## src/rtl/video_slot_stabilizer_pkg.sv

```systemverilog
// Shared types and slot codes for the video slot stabilizer and its width classifier.
// Pure declarations: no latency, no backpressure.
package video_slot_stabilizer_pkg;

  typedef logic [9:0] width_t;
  typedef logic [8:0] lines_t;
  typedef logic [3:0] slot_t;

  localparam slot_t SLOT_256 = 4'd0;
  localparam slot_t SLOT_360 = 4'd2;
  localparam slot_t SLOT_512 = 4'd4;

  localparam int SLOT_WORD_POS = 13;
  localparam int RGB_W         = 24;

  function automatic logic [RGB_W-1:0] slot_word(input slot_t slot);
    logic [RGB_W-1:0] word;
    word = '0;
    word[SLOT_WORD_POS +: 4] = slot;
    return word;
  endfunction

endpackage

```

## src/rtl/video_width_classifier.sv

```systemverilog
// Maps a measured line width to its 256/360/512 slot class using two thresholds.
// Combinational, zero latency; no backpressure.
module video_width_classifier
  import video_slot_stabilizer_pkg::*;
#(
  parameter int WIDTH_T1 = 280,
  parameter int WIDTH_T2 = 380
) (
  input  width_t width,
  output slot_t  slot
);

  always_comb begin
    if (width < width_t'(WIDTH_T1)) begin
      slot = SLOT_256;
    end else if (width < width_t'(WIDTH_T2)) begin
      slot = SLOT_360;
    end else begin
      slot = SLOT_512;
    end
  end

endmodule

```

## src/rtl/video_slot_stabilizer.sv

```systemverilog
// Measures line/frame geometry and rewrites the post-line slot word with a debounced slot; SLOT_STABILIZE_EN enables frame hysteresis.
// Video path is exactly 1 cycle; streaming sink with no backpressure (downstream must accept every cycle).
module video_slot_stabilizer
  import video_slot_stabilizer_pkg::*;
#(
  parameter int STABLE_FRAMES = 3,
  parameter int WIDTH_T1      = 280,
  parameter int WIDTH_T2      = 380
) (
  input  logic        clk_vid,
  input  logic        reset,
  input  logic        vsync_in,
  input  logic        hsync_in,
  input  logic        de_in,
  input  logic [23:0] rgb_in,
  output logic        vsync_out,
  output logic        hsync_out,
  output logic        de_out,
  output logic [23:0] rgb_out,
  output logic [9:0]  line_width,
  output logic [8:0]  frame_lines,
  output logic        slot_locked
);

  width_t pix_cnt;
  lines_t line_cnt;
  lines_t line_cnt_post;
  logic   armed;
  logic   line_end;
  slot_t  line_class;
  slot_t  word_slot;

  video_width_classifier #(
    .WIDTH_T1 (WIDTH_T1),
    .WIDTH_T2 (WIDTH_T2)
  ) u_classifier (
    .width (pix_cnt),
    .slot  (line_class)
  );

  // de_out is the registered previous de_in; armed blocks a line begun before reset
  assign line_end = de_out && !de_in && armed;

  always_comb begin
    line_cnt_post = line_cnt;
    if (line_end && (line_cnt != '1)) begin
      line_cnt_post = line_cnt + 1'b1;
    end
  end

  always_ff @(posedge clk_vid) begin
    if (reset) begin
      vsync_out   <= 1'b0;
      hsync_out   <= 1'b0;
      de_out      <= 1'b0;
      rgb_out     <= '0;
      line_width  <= '0;
      frame_lines <= '0;
      pix_cnt     <= '0;
      line_cnt    <= '0;
      armed       <= 1'b0;
    end else begin
      vsync_out <= vsync_in;
      hsync_out <= hsync_in;
      de_out    <= de_in;
      rgb_out   <= (de_out && !de_in) ? slot_word(word_slot) : rgb_in;

      if (hsync_in) begin
        pix_cnt <= '0;
        armed   <= 1'b1;
      end else if (de_in && armed && (pix_cnt != '1)) begin
        pix_cnt <= pix_cnt + 1'b1;
      end

      if (line_end) begin
        line_width <= pix_cnt;
      end

      // An empty frame naturally reports zero lines here
      if (vsync_in) begin
        frame_lines <= line_cnt_post;
        line_cnt    <= '0;
      end else begin
        line_cnt    <= line_cnt_post;
      end
    end
  end

`ifdef SLOT_STABILIZE_EN

  slot_t      frame_class;
  slot_t      frame_class_post;
  slot_t      candidate;
  slot_t      candidate_next;
  logic [3:0] stable_cnt;
  logic [3:0] stable_next;
  slot_t      committed;
  slot_t      committed_next;

  always_comb begin
    frame_class_post = frame_class;
    if (line_end && (line_class > frame_class)) begin
      frame_class_post = line_class;
    end

    candidate_next = candidate;
    stable_next    = stable_cnt;
    if (frame_class_post == candidate) begin
      if (stable_cnt != 4'd15) begin
        stable_next = stable_cnt + 4'd1;
      end
    end else begin
      candidate_next = frame_class_post;
      stable_next    = 4'd1;
    end

    committed_next = committed;
    if (stable_next >= 4'(STABLE_FRAMES)) begin
      committed_next = candidate_next;
    end
  end

  always_ff @(posedge clk_vid) begin
    if (reset) begin
      frame_class <= SLOT_256;
      candidate   <= SLOT_256;
      stable_cnt  <= '0;
      committed   <= SLOT_256;
      slot_locked <= 1'b0;
    end else if (vsync_in) begin
      frame_class <= SLOT_256;
      if (line_cnt_post != '0) begin
        candidate   <= candidate_next;
        stable_cnt  <= stable_next;
        committed   <= committed_next;
        slot_locked <= (committed_next == frame_class_post);
      end
    end else begin
      frame_class <= frame_class_post;
    end
  end

  assign word_slot = committed;

`else

  logic [3:0] unused_stable_frames;

  assign unused_stable_frames = 4'(STABLE_FRAMES);
  assign word_slot            = line_class;
  assign slot_locked          = 1'b1;

`endif

endmodule

```

## config.mk

```make
export PLATFORM = sky130hd
export DESIGN_NAME = video_slot_stabilizer
export DESIGN_NICKNAME = d
export VERILOG_FILES = /design/src/rtl/video_slot_stabilizer_pkg.sv /design/src/rtl/video_width_classifier.sv /design/src/rtl/video_slot_stabilizer.sv
export SDC_FILE = /design/constraint.sdc
export NUM_CORES = 1
export LEC_CHECK = 0
export ABC_AREA = 1
export BUFFER_PORTS_ARGS = -buffer_cell sky130_fd_sc_hd__buf_2
export CAP_MARGIN = 20
export CELL_PAD_IN_SITES_DETAIL_PLACEMENT = 0
export CELL_PAD_IN_SITES_GLOBAL_PLACEMENT = 1
export CORE_UTILIZATION = 30
export DETAILED_ROUTE_END_ITERATION = 7
export HOLD_SLACK_MARGIN = 0.03
export PLACE_DENSITY = 0.72
export REMOVE_ABC_BUFFERS = 1
export SETUP_SLACK_MARGIN = 0.5
export SLEW_MARGIN = 20
export SYNTH_ARGS = -nofsm -noshare
export SYNTH_HDL_FRONTEND = slang
export SYNTH_SLANG_ARGS = --single-unit
```

## constraint.sdc

```tcl
create_clock -name clk_vid -period 2.3 [get_ports clk_vid]
set_input_delay 0.69 -clock clk_vid [delete_from_list [all_inputs] [get_ports clk_vid]]
set_output_delay 0.69 -clock clk_vid [all_outputs]
set_load 0.01 [all_outputs]
```

==> Yosys cells after proc, flatten, opt, wreduce, memory -nomap -nowiden <==
Index checks and enable logic that the tools add are counted.
{ "totals": {"reg_bits": 66, "input_bits": 29, "output_inout_bits": 47, "elab_cells": 29} }
{ "classes": {"n_addsub": 2, "magnitude_cmp": 2, "eq_ne": 2, "n_mux": 4, "reduce_logical": 9} }
{ "ops": {"columns": ["operator", "n"], "rows": [
  ["$lt A10 B9 Y1 const B", 2],
  ["$mux W17", 1],
  ["$add A10 B1 Y10 const B", 1],
  ["$ne A10 B10 Y1 const B", 1],
  ["$add A9 B1 Y9 const B", 1],
  ["$mux W9", 1],
  ["$ne A9 B9 Y1 const B", 1],
  ["$reduce_or A2 Y1", 3],
  ["$logic_and A1 B1 Y1", 5],
  ["$mux W4", 1],
  ["$mux W3", 1],
  ["$logic_not A1 Y1", 1]
]} }

==> Longest topological paths before layout <==
{ "logic_depth": {"depth_word": 5, "depth_mapped": 10} }

==> By module <==
From an unflattened synthesis, not the netlist that was laid out.
{ "hier_totals": {"hier_cells": 343, "hier_area_um2": 2596.2} }
{ "modules_own_cells": {"columns": ["module", "n_inst", "cells_each", "area_per_inst_um2", "seq_area_each_um2"], "rows": [
  ["video_slot_stabilizer", 1, 324, 2507.4, 1321.3],
  ["video_width_classifier", 1, 19, 88.8, 0.0]
]} }

==> Worst setup path before layout <==
OpenSTA, ideal clock, no wires.
{ "synth_path": {"path_kind": "reg2reg", "from": "reg line_cnt[1]", "to": "reg frame_lines[6]", "setup_time_ns": 0.112, "arrival_time_ns": 1.527, "t_required_ns": 2.188, "slack_ns": 0.660, "path_stages_with_launch": 11, "synth_period_minus_slack_ns": 1.640, "cell_sequence": "dfxtp_1 > ha_1 > nand3_1 > nor4_1 > ha_1 > nor2_8 > buf_6 > nand3b_1 > nand2_1 > nand2_1 > nand2_1"} }
{ "synth_via": {"elab_chain_cells": 3, "elab_cells_between_ends": 4, "classes_between": "1 x add/sub; 1 x eq/ne; 1 x mux; 1 x reduce/logical"} }
{ "synth_lines": {"columns": ["element", "line", "rtl"], "rows": [
  ["from (decl)", "video_slot_stabilizer.sv:26", "lines_t line_cnt;"],
  ["from (signal assigned)", "video_slot_stabilizer.sv:84", "line_cnt <= line_cnt_post;"],
  ["branches (longest 2 deep; another with $add A9 B1 Y9)", null, null],
  ["$mux W9 *", "video_slot_stabilizer.sv:46", "if (line_end && (line_cnt != '1)) begin"],
  ["to (signal assigned)", "video_slot_stabilizer.sv:81", "frame_lines <= line_cnt_post;"],
  ["to (decl)", "video_slot_stabilizer.sv:21", "output logic [8:0] frame_lines,"]
]} }
Mark *: on every way between the ends.
A chain may end at the register's enable or synchronous reset.

==> Final worst setup path <==
{ "layout_path": {"from": "reg line_cnt[0]", "to": "reg line_cnt[4]"} }
{ "layout_via": {"elab_chain_cells": 3, "elab_cells_between_ends": 4, "classes_between": "1 x add/sub; 1 x eq/ne; 1 x mux; 1 x reduce/logical"} }
{ "layout_lines": {"columns": ["element", "line"], "rows": [
  ["branches (longest 2 deep; another with $add A9 B1 Y9)", null],
  ["$mux W9 *", "video_slot_stabilizer.sv:46"]
]} }
Marks and branches as above.

==> impl_metrics.yaml <==
cts:
  cts-root-buf: "clkbuf_8"
  cts_setup_buffers: 0
  cts_sinks: 66
  cts_tree: "yes"
  clk_pin_slew_worst_paths_ns: 0.07
  cts_buffers: 9
  h-tree-depth: 3
  clockBufferDepth: 2
  hold_buffers: 0
  clk_latency_ns: 0.34
yosys:
  synthCells: 348
  synth_top_family_by_area: "simple AND/OR/NAND/NOR gates"
  ys_ff_latch: 66
  synth_xor_xnor_area_share_pct: 2.00
  syn_area_um2: 2630
  avgSynthCellArea_um2: 7.56
  synth_fa_ha_area_share_pct: 1.43
  synth-compound-area-share_pct: 5.66
  yosysSeqAreaShare_pct: 50.2
  synth.distinct_cells: 31
  synthSimpleGateAreaFrac_pct: 30.8
  synth.mux.area_fraction_pct: 0
  yosys_warnings: 0
timing:
  post-route-period-util_pct: 72.1
  drv_slew: 0
  timing.hold.ws_ns: 0.453
  hold_viol: 0
  rsz0062_at_grt: "no"
  finalSetupTns_ns: 0
  setup_viol: 0
  tightestPinTransition_ns: 0.678
  fin_worst_skew_ns: 0.00691
  slew_headroom_pct: 54.7
  clock.fmax_mhz: 603
  period_needed_ns: 1.66
final_layout:
  final_cell_mix: "nand2_1, buf_2, dfxtp_1"
  num_antenna_cells: 0
  final_common_cell: "nand2_1"
  drive_gt1_share_pct: 26.3
  num-nets-final: 456
  stdcell_area_um2: 3330
  area_delta_synth_final_pct: 26.5
setup_path:
  critPathKind: "register to register"
  startpoint_type: "register"
  r2r_setup_slack_ns: 0.64
  crit_fanout: 16
  cp.required_ns: 2.54
  cp-end-kind: "register"
  cp_data_arrival_time_ns: 1.90
route:
  finalWirelength_um: 5980
  first_iter_violations: 47
  drc: 0
  wl_per_cell_um: 11.2
  viasPerCell: 4.38
  vias: 2339
  drtPass1Iterations: 4
  ant_nets: 0
pwr:
  finalPower_w: 0.00229
  combPwrFrac_pct: 6.3
  switching_share_pct: 24.7
  p_int_w: 0.00173
  clkPwrFrac_pct: 42.0
  power.leakage_nw: 1.60
  pwr-share-seq_pct: 51.7
  p_per_area_nw_per_um2: 688
  vdd_drop_max_mv: 0.374
  p_sw_w: 0.000565
placed_design:
  place_congestion: 0.796
  io_buffers: 74
  placed_area_um2: 3090
  dp_hpwl_um: 4450
floorplan:
  core_um2: 8340
  ios: 76
  rows: 33
  initial_core_util_pct: 31.6
  die-area_um2: 9150
  die_w_um: 95.7
  die_y_um: 95.7
global_routing:
  antenna_found_initial: 0
  grt_overflow: 0
  grt_usage_pct: 14.1
  grt_first_pass_wirelength_um: 9840
  grt_start_max_net_pins: 23
  grt_pass1_vias: 2116
run_status:
  status: "completed"
worst_hold_path:
  worstHoldPathType: "register to register"
job:
  drv_cap: 0
==> state kept, by name, summed over array words and instances, names as in the netlist <==
signal and count:
armed 1, de_out 1, frame_lines 9, hsync_out 1
line_cnt 9, line_width 10, pix_cnt 10, rgb_out 24
vsync_out 1
==> through the flow <==
| stage | util (%) | std cells | setup slack (ns) |
|---|---|---|---|
| after CTS | 39.4 | 534 | 0.526 |
| final | 39.9 | 534 | 0.642 |
| after global placement | 37.1 | 518 | 0.411 |
| after floorplan | - | 336 | 0.682 |
| after detailed placement | 37.1 | 518 | 0.366 |
| after global routing | 39.9 | 534 | 0.524 |
==> cells by family (layout without fill, tap and decap cells) <==
kind of cell | count (synthesis) | in the layout
AND/OR/NAND/NOR | 179 | 179
flip-flops | 66 | 66
buffers and inverters | 64 | 145
AO/OA/AOI/OAI | 29 | 29
XOR/XNOR | 6 | 6
adder cells (fa/ha/maj) | 3 | 3
other | 1 | 1
==> worst paths after layout <==
path / startpoint / to / cells after the start
min reg2reg: frame_lines[3] / frame_lines[3] / 2
min: frame_lines[3] / frame_lines[3] / 2
max: line_cnt[0] / line_cnt[4] / 8
max reg2reg: line_cnt[0] / line_cnt[4] / 8
==> routing by layer <==
layer / routed length, um / track usage (%) / up-vias
li1: - / - / 1222
met1: 2770 / 17.8 / 1051
met2: 2780 / 22.0 / 55
met3: 311 / 4.07 / 11
met4: 118 / 7.09 / 0
met5: 0 / 0 / -
==> worst max-delay path: stages, from the launching register on <==
cell	delay [ns]
dfxtp_2	0.36
ha_4	0.16
nand3_4	0.10
nor4_4	0.27
ha_2	0.27
nor2_8	0.09
nand2_1	0.07
o21ai_0	0.09
and2_1	0.15
==> cell usage after synthesis <==
library cell	number	area [um2]
buf_1	1	3.75
buf_4	1	7.51
nand4_1	7	43.8
nand2_4	2	22.5
inv_1	49	184
nor4_1	1	6.26
nor2_8	1	20.0
o21ai_1	6	30.0
o21ai_0	5	25.0
buf_2	6	30.0
clkinv_1	1	3.75
conb_1	1	3.75
nor2_4	2	22.5
inv_2	2	7.51
nand3_1	23	115
dfxtp_1	66	1320
clkbuf_1	3	11.3
nor2_1	50	188
ha_1	3	37.5
xor2_1	4	35.0
o21ai_2	1	8.76
nand2_2	2	12.5
nand3_4	1	17.5
nand2_1	79	297
nand3b_1	2	15.0
buf_6	1	11.3
xnor2_1	2	17.5
and2_1	1	6.26
nor3_1	5	25.0
nor2_2	3	18.8
a21oi_1	17	85.1
==> power by group through the flow <==
stage	Sequential [W]	Clock [W]	Combinational, W
floorplan	0.00123	0	0.0000526
global placement	0.00121	0	0.000144
detailed placement	0.00121	0	0.000145
CTS	0.00118	0.000998	0.000146
global route	0.00119	0.00104	0.000163
finish	0.00119	0.000962	0.000144
==> layout make-up <==
| type | instances | area, um2 |
|---|---|---|
| Multi-Input combinational cell | 218 | 1090 |
| Inverter | 52 | 195 |
| Clock inverter | 7 | 68.8 |
| Fill cell | 914 | 5010 |
| Sequential cell | 66 | 1320 |
| Timing Repair Buffer | 77 | 393 |
| Clock buffer | 9 | 124 |
| Tap cell | 105 | 131 |
==> repair_timing <==
item,CTS,global route
setup endpoints to repair,1,17
resized for setup,1,8
endpoints found under the hold margin,0,0
pin swaps,0,2
No activity file was read; power rests on OpenSTA's default activity.
